`config.mk`:
```
export PLATFORM = sky130hd
export DESIGN_NAME = decode_stage_controller
export DESIGN_NICKNAME = d
export VERILOG_FILES = /design/src/rtl/decode_stage_controller.sv
export SDC_FILE = /design/constraint.sdc
export NUM_CORES = 1
export LEC_CHECK = 0
export CAP_MARGIN = 20
export CORE_MARGIN = 3
export CORE_UTILIZATION = 40
export DETAILED_ROUTE_END_ITERATION = 6
export GPL_ROUTABILITY_DRIVEN = 0
export PLACE_DENSITY = 0.76
export SETUP_SLACK_MARGIN = 0.02
export SYNTH_ARGS = -nofsm -noshare
export SYNTH_HDL_FRONTEND = slang
export SYNTH_SLANG_ARGS = --single-unit
export TNS_END_PERCENT = 30
```
`constraint.sdc`:
```
create_clock -name CLK -period 4.92 [get_ports CLK]
set_input_delay 0.492 -clock CLK [delete_from_list [all_inputs] [get_ports CLK]]
set_output_delay 0.492 -clock CLK [all_outputs]
set_load 0.005 [all_outputs]
```
`src/rtl/decode_stage_controller.sv`:
```
// decode_stage_controller: IF/ID and ID/EX pipeline registers with immediate-select decode,
// load-use bubble insertion, stall/flush handling and a saturating bubble counter.
module decode_stage_controller #(
  parameter int COUNT_WIDTH = 16
) (
  input  logic                   CLK,
  input  logic                   RESET,
  input  logic [31:0]            IF_INSTRUCTION,
  input  logic [31:0]            IF_PC,
  input  logic                   IF_VALID,
  input  logic                   EX_STALL,
  input  logic                   BRANCH_TAKEN,
  output logic [31:0]            ID_INSTRUCTION,
  output logic [31:0]            ID_PC,
  output logic                   ID_VALID,
  output logic [2:0]             IMM_SELECT,
  output logic [31:0]            EX_INSTRUCTION,
  output logic [31:0]            EX_PC,
  output logic [2:0]             EX_IMM_SELECT,
  output logic                   EX_VALID,
  output logic                   IF_STALL,
  output logic [COUNT_WIDTH-1:0] HAZARD_COUNT
);
  localparam logic [6:0] OP_LUI    = 7'b0110111;
  localparam logic [6:0] OP_AUIPC  = 7'b0010111;
  localparam logic [6:0] OP_JAL    = 7'b1101111;
  localparam logic [6:0] OP_JALR   = 7'b1100111;
  localparam logic [6:0] OP_LOAD   = 7'b0000011;
  localparam logic [6:0] OP_OPIMM  = 7'b0010011;
  localparam logic [6:0] OP_BRANCH = 7'b1100011;
  localparam logic [6:0] OP_STORE  = 7'b0100011;
  localparam logic [6:0] OP_OP     = 7'b0110011;
  logic [31:0]            id_instr_q, id_instr_d, id_pc_q, id_pc_d;
  logic [31:0]            ex_instr_q, ex_instr_d, ex_pc_q, ex_pc_d;
  logic                   id_valid_q, id_valid_d, ex_valid_q, ex_valid_d;
  logic [2:0]             ex_imm_q, ex_imm_d, imm_sel;
  logic [COUNT_WIDTH-1:0] cnt_q, cnt_d;
  logic [6:0]             id_op;
  logic [4:0]             ex_rd;
  logic                   use_rs1, use_rs2, load_use;
  always_comb begin
    id_op    = id_instr_q[6:0];
    ex_rd    = ex_instr_q[11:7];
    imm_sel  = (id_op == OP_LUI || id_op == OP_AUIPC) ? 3'b000 :
               (id_op == OP_JAL) ? 3'b001 :
               (id_op == OP_JALR || id_op == OP_LOAD || id_op == OP_OPIMM) ? 3'b010 :
               (id_op == OP_BRANCH) ? 3'b011 :
               (id_op == OP_STORE) ? 3'b100 : 3'b111;
    use_rs1  = id_op inside {OP_JALR, OP_LOAD, OP_OPIMM, OP_BRANCH, OP_STORE, OP_OP};
    use_rs2  = id_op inside {OP_BRANCH, OP_STORE, OP_OP};
    load_use = id_valid_q && ex_valid_q && ex_instr_q[6:0] == OP_LOAD && ex_rd != 5'd0 &&
               ((use_rs1 && id_instr_q[19:15] == ex_rd) || (use_rs2 && id_instr_q[24:20] == ex_rd));
  end
  // Priority: flush, then stall hold, then load-use bubble, then advance.
  always_comb begin
    id_instr_d = id_instr_q;
    id_pc_d    = id_pc_q;
    id_valid_d = id_valid_q;
    ex_instr_d = ex_instr_q;
    ex_pc_d    = ex_pc_q;
    ex_imm_d   = ex_imm_q;
    ex_valid_d = ex_valid_q;
    cnt_d      = cnt_q;
    if (BRANCH_TAKEN) begin
      id_valid_d = 1'b0;
      ex_valid_d = 1'b0;
    end else if (!EX_STALL) begin
      if (load_use) begin
        ex_valid_d = 1'b0;
        cnt_d      = (cnt_q == '1) ? cnt_q : cnt_q + COUNT_WIDTH'(1);
      end else begin
        ex_instr_d = id_instr_q;
        ex_pc_d    = id_pc_q;
        ex_imm_d   = imm_sel;
        ex_valid_d = id_valid_q;
        id_instr_d = IF_INSTRUCTION;
        id_pc_d    = IF_PC;
        id_valid_d = IF_VALID;
      end
    end
  end
  always_ff @(posedge CLK or posedge RESET) begin
    if (RESET) begin
      id_instr_q <= '0;
      id_pc_q    <= '0;
      id_valid_q <= 1'b0;
      ex_instr_q <= '0;
      ex_pc_q    <= '0;
      ex_imm_q   <= '0;
      ex_valid_q <= 1'b0;
      cnt_q      <= '0;
    end else begin
      id_instr_q <= id_instr_d;
      id_pc_q    <= id_pc_d;
      id_valid_q <= id_valid_d;
      ex_instr_q <= ex_instr_d;
      ex_pc_q    <= ex_pc_d;
      ex_imm_q   <= ex_imm_d;
      ex_valid_q <= ex_valid_d;
      cnt_q      <= cnt_d;
    end
  end
  always_comb begin
    ID_INSTRUCTION = id_instr_q;
    ID_PC          = id_pc_q;
    ID_VALID       = id_valid_q;
    IMM_SELECT     = imm_sel;
    EX_INSTRUCTION = ex_instr_q;
    EX_PC          = ex_pc_q;
    EX_IMM_SELECT  = ex_imm_q;
    EX_VALID       = ex_valid_q;
    IF_STALL       = !RESET && !BRANCH_TAKEN && (EX_STALL || load_use);
    HAZARD_COUNT   = cnt_q;
  end
endmodule
```
==> summary.txt, run 1 <==
Outcome
  • Outcome: complete, no violations

Detailed routing
  • Vias: 4,337
  • Drt via density: a little under 5
  • Detail Route Antenna Nets: 0
  • Detailed Route Iter0 Violations: ~170
  • Avg WL per Cell: 17.6 microns
  • DRC: 0
  • WL final: roughly 16 mm
  • Drt first pass iters: 4

Synth
  • Syn Area/Cell: 15.6 sq um
  • Syn nets: between 500 and 600
  • Netlist cell types: 44
  • Gate Count Post-Synth: between 400 and 500
  • Sequential area share after synthesis: roughly 55%
  • Synth warn: 0
  • Seq cells post-synth: about 150
  • Mapped Area: between 0.006 and 0.007 sq mm

Critical path
  • Slowest stage delay, CP: between 700 and 800 ps
  • Critical Path, Cell by Cell: nor2b_1 -> nand3b_1 -> nor4_1 -> o21ai_2 -> nand2_8 -> buf_4 -> mux2_4
  • R2r setup slk: 1580 ps
  • CP Buf/Inv Count: 1
  • Worst setup EP type: flop
  • Crit-path max FO: 104
  • Arr. time, crit path: 3630 ps
  • CP startpoint kind: flop
  • Slowest-stage cell, CP: nand2_8
  • CP top delay family: simple AND/OR/NAND/NOR gates
  • Setup Crit Path Kind: flop to flop
  • Worst EP required: 5220 ps

Die
  • Core box area: 0.0166 sq mm
  • Initial Util: 41.0%
  • Die Wd: about 140 microns
  • Area of the die: approximately 0.019 sq mm
  • Rows: 47
  • Io pins: around 220
  • Die Height: approximately 140 microns

Finish
  • NumNets Final: 731
  • Ant. Diodes: 0
  • Layout cells sized above 1: between 20 and 30%
  • Synth-to-layout area growth: 41.5%
  • Cell Count, Final, Fillers Out: ~890

Global route
  • GRT overflow: 0
  • Antenna violations before repair: 0
  • First-pass GRT wire length: about 25 mm
  • Largest net degree at the start of global routing: between 100 and 150
  • Total Routing Usage GR: roughly 17%
  • Number of global-route vias before repair: 4,623

Timing
  • Post-route clock period utilization: 67.8%
  • Minimum clock period: 3340 ps
  • Worst Max-Slew Pin Slew: between 1000 and 1500 ps
  • Fin. Hold Viols: 0
  • Clock Skew: between 7 and 8 ps
  • F_max: approximately 300 MHz
  • Post-Route Setup TNS: 0 ps
  • RSZ-0062 raised after global routing: false
  • Slew headroom: 27.1%
  • Max Slew Vio Count: 0
  • Final Setup Violations: 0

Power and ir drop
  • Total power: approximately 3800 uW
  • Worst vdd ir: 0.280 mV
  • Power per Cell Area: around 400 mW/mm^2
  • Leak pwr: roughly 0.0043 uW

Clock tree
  • CTS tree: built
  • Post-CTS Hold Fix Bufs: 0
  • Root buffer cell: clkbuf_16
  • CTS Sinks: between 100 and 150
  • CTS H-tree lvls: 4
  • CTS Buf Count: 17
  • Clock Path Buffers: 2
  • Postcts setup bufs: 0
  • Post-CTS sizing: 0
  • Clock Latency Late Sink: between 400 and 500 ps
  • CTS clk-pin slew, worst paths: ~70 ps

Placement
  • Port bufs: ~220
  • Detailed Place HPWL: between 10 and 15 mm
  • Placed cells: 861

Min path
  • HP Class: input pin to async pin

Run
  • Max_cap viols: 0
## area by class of cell
cell class                 instances  area (sq um)
clock buffer                      17           425
clock inverter                    15           120
fill                            1282          6980
inverter                           8          35.0
multi-input combinational        261          2770
sequential                       149          3730
tap                              220           275
timing repair buffer             224          2250
## sequential cells by signal, summed over array words and instances (netlist names)
| register | count |
|---|---|
| EX_IMM_SELECT | 3 |
| EX_INSTRUCTION | 32 |
| EX_PC | 32 |
| EX_VALID | 1 |
| HAZARD_COUNT | 16 |
| ID_INSTRUCTION | 32 |
| ID_PC | 32 |
| ID_VALID | 1 |
## per-layer routing
| metal | track usage, % | wire length (microns) |
|---|---|---|
| met1 | 22.8 | 6950 |
| met5 | 0 | 0 |
| met4 | 6.33 | 289 |
| met3 | 6.00 | 1210 |
| met2 | 26.0 | 7320 |
## report_power, final
group / total, uW / switching, uW / internal (uW)
Combinational: 982 / 276 / 706
Clock: 1190 / 536 / 655
Sequential: 1630 / 192 / 1430
## cells by family after synthesis
kind of cell,after synthesis,share of synthesized area [%]
AND/OR/NAND/NOR,88,7.68
flip-flops,149,54.9
XOR/XNOR,23,2.97
adder cells (fa/ha/maj),1,0.184
buffers and inverters,26,4.46
AO/OA/AOI/OAI,20,1.86
multiplexers,129,27.9
## cell usage after synthesis (all sizes together)
library cell  count  area share, %
a211oi            1           0.11
nand3            15            1.1
nand3b            6           0.66
and3              2           0.18
o211ai            2           0.22
a22o              1           0.13
o31ai             1           0.11
mux2i             1           0.15
o21ai             8           0.64
or2               3           0.28
nor2              8           0.48
a32o              1           0.15
nor3              7           0.68
xnor2            12            1.5
clkbuf            1          0.055
nand4             9           0.83
mux2            128             28
nand2b            2           0.18
and3b             1           0.13
inv               8           0.44
and2              1          0.092
xor2             11            1.4
ha                1           0.18
buf              17            4.0
nor4bb            1           0.15
or2b              1           0.11
or3               2           0.18
nor3b             1           0.11
dfrtp           149             55
nor4              7           0.64
nor4b             2           0.35
nor2b             2           0.18
or4               4           0.44
a21oi             5           0.37
nand2            14           0.88
a211o             1           0.13
## final timing paths
| check | end | depth (start not counted) | start |
|---|---|---|---|
| setup reg to reg | EX_PC[26] | 7 | ID_INSTRUCTION[2] |
| max in group asynchronous | ID_PC[2] | 4 | RESET |
| min in group CLK | HAZARD_COUNT[8] | 1 | HAZARD_COUNT[8] |
| hold reg to reg | HAZARD_COUNT[8] | 1 | HAZARD_COUNT[8] |
| setup / recovery | EX_PC[26] | 7 | ID_INSTRUCTION[2] |
| hold / removal | ID_VALID | 2 | RESET |
## per-stage QoR
stage | setup WS, ps | utilization, % | hold WS (ps) | cell area (sq um)
4_1_cts | 1600 | 57.8 | 506 | 9580
5_1_grt | 1380 | 57.9 | 427 | 9610
3_3_place_gp | 1660 | 54.5 | 492 | 9030
6_report | 1580 | 57.9 | 421 | 9610
3_5_place_dp | 1490 | 54.5 | 491 | 9030
2_1_floorplan | 420 | - | 487 | 6790
## placed cells by master (no fill, tap or decap), types with 3 or more instances in the layout
master           count
mux2_2               9
clkinvlp_4           5
or2_2                3
clkdlybuf4s50_1    221
nor4_1               7
nor2_1               7
dfrtp_1            149
o21ai_0              7
mux2_4             119
nand4_1              9
inv_1                7
nor3_1               6
nand3b_1             6
a21oi_1              5
inv_6                6
xnor2_1             12
xor2_1              11
or4_1                4
nand2_1             13
nand3_1             15
clkbuf_16           17
Power figures use the tool's default switching activity.
==> run 2: changes to the inputs <==
==> constraint.sdc (replaced) <==
create_clock -name CLK -period 3.2 [get_ports CLK]
set_input_delay 0.32 -clock CLK [delete_from_list [all_inputs] [get_ports CLK]]
set_output_delay 0.32 -clock CLK [all_outputs]
set_load 0.005 [all_outputs]
==> summary.txt, run 2 (same netlist as run 1, synthesis figures left out) <==
Timing
  • Slew headroom: 52.1%
  • Max Slew Vio Count: 0
  • Fin. Hold Viols: 0
  • Worst Max-Slew Pin Slew: 719 ps
  • Worst hold slack: 206 ps
  • Clock Skew: about 12 ps
  • Post-Route Setup TNS: 0 ps
  • Minimum clock period: 2940 ps
  • RSZ-0062 raised after global routing: false
  • Post-route clock period utilization: 91.8%
  • F_max: approximately 340 MHz
  • Final Setup Violations: 0

Critical path
  • Crit-path max FO: 8
  • Slowest-stage cell, CP: clkdlybuf4s50_1
  • Setup Crit Path Kind: flop to primary output
  • Reg2reg end: ID_INSTRUCTION[19]
  • Worst setup EP type: primary output
  • RR Startpoint: EX_INSTRUCTION[7]
  • Critical Path, Cell by Cell: xor2_1 -> nand3b_1 -> nor4_2 -> o21ai_2 -> a211oi_1 -> clkdlybuf4s50_1
  • CP Launch Point: EX_INSTRUCTION[7]
  • CP startpoint kind: flop
  • Arr. time, crit path: ~2600 ps
  • Reg2Reg Depth: 7
  • CP endpoint: IF_STALL
  • R2r setup slk: between 500 and 600 ps
  • Slowest stage delay, CP: between 500 and 600 ps
  • Worst EP required: about 2900 ps

Detailed routing
  • Detail Route Antenna Nets: 0
  • Avg WL per Cell: approximately 18 microns
  • Drt via density: around 4.9
  • Detailed Route Iter0 Violations: approximately 150
  • DRC: 0
  • Vias: between 4,000 and 5,000
  • WL final: between 15 and 20 mm
  • Drt first pass iters: 6

Finish
  • Fillers: 1,298
  • Area occupied by multi-input gates: between 0.002 and 0.003 sq mm
  • Commonest cells after routing, fill and taps aside: clkdlybuf4s50_1 (221), dfrtp_1 (149), mux2_4 (119)
  • Most common cell after layout, fill and taps aside: clkdlybuf4s50_1
  • Layout cells sized above 1: between 20% and 30%
  • Synth-to-layout area growth: 42.2%
  • NumNets Final: around 740
  • Sequential cell area: ~0.0037 sq mm
  • Ant. Diodes: 0

Clock tree
  • Clock Path Buffers: 2
  • CTS clk-pin slew, worst paths: 60 ps
  • Root buffer cell: clkbuf_16
  • CTS H-tree lvls: 4
  • CTS Buf Count: 17
  • CTS tree: built
  • Post-CTS Hold Fix Bufs: 0
  • Clock Latency Late Sink: 410 ps
  • CTS Sinks: roughly 150

Global route
  • Grt met1 use: roughly a quarter
  • First-pass GRT wire length: 25.5 mm
  • Antenna violations before repair: 0
  • GR Layer Usage met2: a little over a quarter
  • Largest net degree at the start of global routing: 87
  • Number of global-route vias before repair: about 4,600
  • GRT overflow: 0
  • M3 GR Usage: between 6 and 7%
  • GRT busiest layer: met2
  • Total Routing Usage GR: between 10% and 20%

Die
  • Area of the die: 0.0186 sq mm
  • Die Wd: ~140 microns
  • Initial Util: between 40% and 50%
  • Rows: 47
  • Io pins: 222
  • Die Height: 136 microns
  • Core box area: ~0.017 sq mm

Power and ir drop
  • Worst vdd ir: approximately 0.38 mV
  • Leak pwr: between 0.004 and 0.005 uW
  • Power per Cell Area: a little over 600 mW/mm^2

Placement
  • Port bufs: 221
  • Detailed Place HPWL: approximately 12 mm

Outcome
  • Outcome: complete, no violations

Run
  • Max_cap viols: 0

Min path
  • HP Class: input pin to async pin
run 2: changes by cell type in the layout (fill, tap and decap cells not counted), moves of 2 or more:
cell	previous run	this run
buf_4	2	7
inv_6	6	1
clkbuf_1	0	3
clkbuf_8	0	2
clkinv_4	2	4
clkinvlp_4	5	3
run 2: area by class of cell:
class                   count  area share, %
flip-flops and latches    149           38.6
inverters                   8          0.350
multi-input cells         261           28.7
clock inverters            10           1.02
repair buffers            229           23.6
clock buffers              22           4.81
well taps                 220           2.85
run 2: worst min path at each step:
| stage | start | to | slack, ps |
|---|---|---|---|
| after floorplan | BRANCH_TAKEN | EX_VALID | 380 |
| after global placement | HAZARD_COUNT[8] | HAZARD_COUNT[8] | 490 |
| after detailed placement | EX_INSTRUCTION[23] | EX_INSTRUCTION[23] | 490 |
| after CTS | RESET | ID_VALID | 180 |
| after global routing | RESET | ID_VALID | 200 |
| final | RESET | ID_VALID | 210 |
run 2: through the flow:
stage               total power, uW  utilization, %  cells  area (sq um)  setup slack (ps)
floorplan                      3160               -    436          6800              1010
global placement               4020            54.8    867          9090               617
detailed placement             4060            54.8    867          9090               547
CTS                            5990            58.2    899          9650               170
global route                   6200            58.3    899          9660               134
finish                         5900            58.3    899          9660               261
run 2: critical path, delay by kind of cell (launching register included):
| kind | cells | cell delay, ps |
|---|---|---|
| buf+inv | 1 | 550 |
| compound gates | 2 | 510 |
| simple gates | 2 | 500 |
| flops | 1 | 450 |
| xor+xnor | 1 | 200 |
run 2: routing by layer:
layer,up-vias,routed length [microns]
met5,-,0
met2,169,7740
met4,0,228
li1,2018,-
met1,2201,6860
met3,18,1310
run 2: timing repair:
item / in CTS / in global routing
buffers inserted: 0 / 0
endpoints found under the setup margin: 0 / 1
gates resized for setup: 0 / 1
run 2: power breakdown:
| part | internal [uW] | leakage, uW | switching, uW |
|---|---|---|---|
| combinational | 1080 | 0.00228 | 440 |
| clock | 1120 | 0.000271 | 767 |
| sequential | 2210 | 0.00178 | 289 |
| total | 4410 | 0.00433 | 1500 |
==> RTL edit, RTL diff (config.mk and constraints of run 1) <==
Take the reset off `id_instr_q` and load it in a clocked block of its own.
--- a/src/rtl/decode_stage_controller.sv
+++ b/src/rtl/decode_stage_controller.sv
@@ -81,7 +81,6 @@
   end
   always_ff @(posedge CLK or posedge RESET) begin
     if (RESET) begin
-      id_instr_q <= '0;
       id_pc_q    <= '0;
       id_valid_q <= 1'b0;
       ex_instr_q <= '0;
@@ -90,7 +89,6 @@
       ex_valid_q <= 1'b0;
       cnt_q      <= '0;
     end else begin
-      id_instr_q <= id_instr_d;
       id_pc_q    <= id_pc_d;
       id_valid_q <= id_valid_d;
       ex_instr_q <= ex_instr_d;
@@ -99,6 +97,10 @@
       ex_valid_q <= ex_valid_d;
       cnt_q      <= cnt_d;
     end
+  end
+
+  always_ff @(posedge CLK) begin
+    id_instr_q <= id_instr_d;
   end
   always_comb begin
     ID_INSTRUCTION = id_instr_q;
Formal check against the unedited RTL: not equivalent (Yosys sat finds a counterexample within 4 cycles, from zero or initial values and one cycle with RESET high).
==> RTL edit against run 1 <==
Sequential share of layout area is 4.7 points higher. Sequential cell count unchanged. Wire length shrank 9.7%. Final area is 7.1% lower. Synthesized area down 12%. Critical path depth did not move. Power decreased by 7.4%. Setup slack got worse by 0.35 ns. Highest routed layer unchanged.
==> RTL edit: results (changes against run 1) <==
The flow ran to the end, and the final reports show no timing, DRC or antenna violations. The min-delay analysis places its worst path in the category flip-flop to flip-flop. The maximum number of pins on one net before global-route repair came out at 75 (-38%). The total placed instance area came out at 8322 µm² (-7.9%). The fraction of layout instances using a drive strength above 1 is 22.46% (-3.1 points). The final non-filler cell total was 803 (-10%). The number of distinct library cells after synthesis came out at 45 (+2.3%). The routed wire length came out at 14.25 mm (-9.7%).

The root buffer selected by CTS is sky130_fd_sc_hd__clkbuf_16. The slowest library cell on the worst path is sky130_fd_sc_hd__buf_4. The number of nets in the layout came out at 676 (-7.5%). The number of cells in the design after placement came out at 771 (-10%). The synthesized area divided by synthesized cell count came out at 15.93 µm² (+2.3%). The combined global-route utilization of all metal layers was 17.85% (+0.70 points). By count the netlist is led by sky130_fd_sc_hd__dfrtp_1, sky130_fd_sc_hd__mux2_2, sky130_fd_sc_hd__edfxtp_1. The met3 routing resource usage after global routing is 7.458% (+1.5 points). The detailed placement HPWL was 10.50 mm (-7.1%). The global routing usage on met1 is 22.66% (-0.14 points). The synthesized netlist net count is 445 (-12%). The number of design-rule violations left by the first detailed-router iteration is 162 (-1.8%). The wire length of the first global-routing pass was 22.70 mm (-8.4%). The detailed-route via count came to 3986 (-8.1%).

Sorting the synthesized cells by area gives the leading types as sky130_fd_sc_hd__dfrtp_1, sky130_fd_sc_hd__mux2_2, sky130_fd_sc_hd__edfxtp_1, sky130_fd_sc_hd__buf_6, sky130_fd_sc_hd__xnor2_1. The via count of the first global-routing pass was 4198 (-9.2%). The static leakage power came out at 3.614 nW (-16%).

The maximum fanout count along the critical path came out at 53 (-49%). The number of slew-limit violations in the final report came out at 0 (unchanged). The pre-CTS worst setup slack is 1.253 ns (-0.2391 ns). The worst clock skew on the final layout came out at 0.009838 ns (+0.002146 ns). The post-CTS setup-driven buffer insertion count is 0 (unchanged). The highest cell delay on the worst timing path came out at 0.63 ns (-0.16 ns). The arrival time at the worst endpoint is 3.98 ns (+0.35 ns). The clock tree buffer depth was 2 (unchanged).

The met2 capacity usage during global routing came to 28.01% (+2.0 points). The number of enable flip-flop cells after synthesis is 32 (+32). The proportion of synthesized chip area in sequential cells came out at 65.09% (+10 points).

The proportion of register bits with asynchronous set or reset after synthesis was 78.52% (-21 points). The first-pass detailed-route iteration total came out at 4 (unchanged). The worst-margin pin slew is 0.9307 ns (-0.1626 ns). The peak supply drop is 215.5 µV (-23%).
## RTL edit: path summary, 6_finish.rpt
| kind | start | to | slack [ns] | depth (start not counted) |
|---|---|---|---|---|
| min in group asynchronous | RESET | ID_VALID | 0.62 | 3 |
| min | HAZARD_COUNT[9] | HAZARD_COUNT[9] | 0.49 | 1 |
| max | EX_INSTRUCTION[2] | ID_PC[21] | 1.24 | 7 |
| max reg2reg | EX_INSTRUCTION[2] | ID_PC[21] | 1.24 | 7 |
| max in group asynchronous | RESET | ID_PC[7] | 3.55 | 3 |
| min reg2reg | HAZARD_COUNT[9] | HAZARD_COUNT[9] | 0.49 | 1 |
## RTL edit: power breakdown
part           switching (mW)  internal (mW)
clock                   0.494          0.826
combinational           0.199          0.453
sequential              0.115           1.43
total                   0.808           2.71
## RTL edit: logic make-up (layout without fill, tap and decap cells)
| logic type | Yosys count | after routing | share of synthesized area [%] |
|---|---|---|---|
| AOI/OAI and AO/OA | 15 | 15 | 2.304 |
| xor gates and xnor gates | 23 | 23 | 3.372 |
| adders and majority gates | 1 | 1 | 0.2094 |
| buffers and inverters | 18 | 262 | 2.576 |
| DFF | 149 | 149 | 65.09 |
| muxes | 101 | 101 | 19.10 |
| and+or+nand+nor | 68 | 68 | 7.351 |
## RTL edit: area by class of cell
| type | count | area, µm² |
|---|---|---|
| Multi-Input combinational cell | 208 | 1939 |
| Fill cell | 1100 | 5659 |
| Clock inverter | 12 | 151.4 |
| Timing Repair Buffer | 225 | 2242 |
| Tap cell | 184 | 230.2 |
| Sequential cell | 149 | 3889 |
| Clock buffer | 20 | 456.7 |
| Inverter | 5 | 21.27 |
## RTL edit: per-layer routing
metal  up-vias  routed length [µm]
li1       1835                   -
met1      1992                5860
met2       150                6964
met3         9                1318
met4         0                 106
met5         -                   0
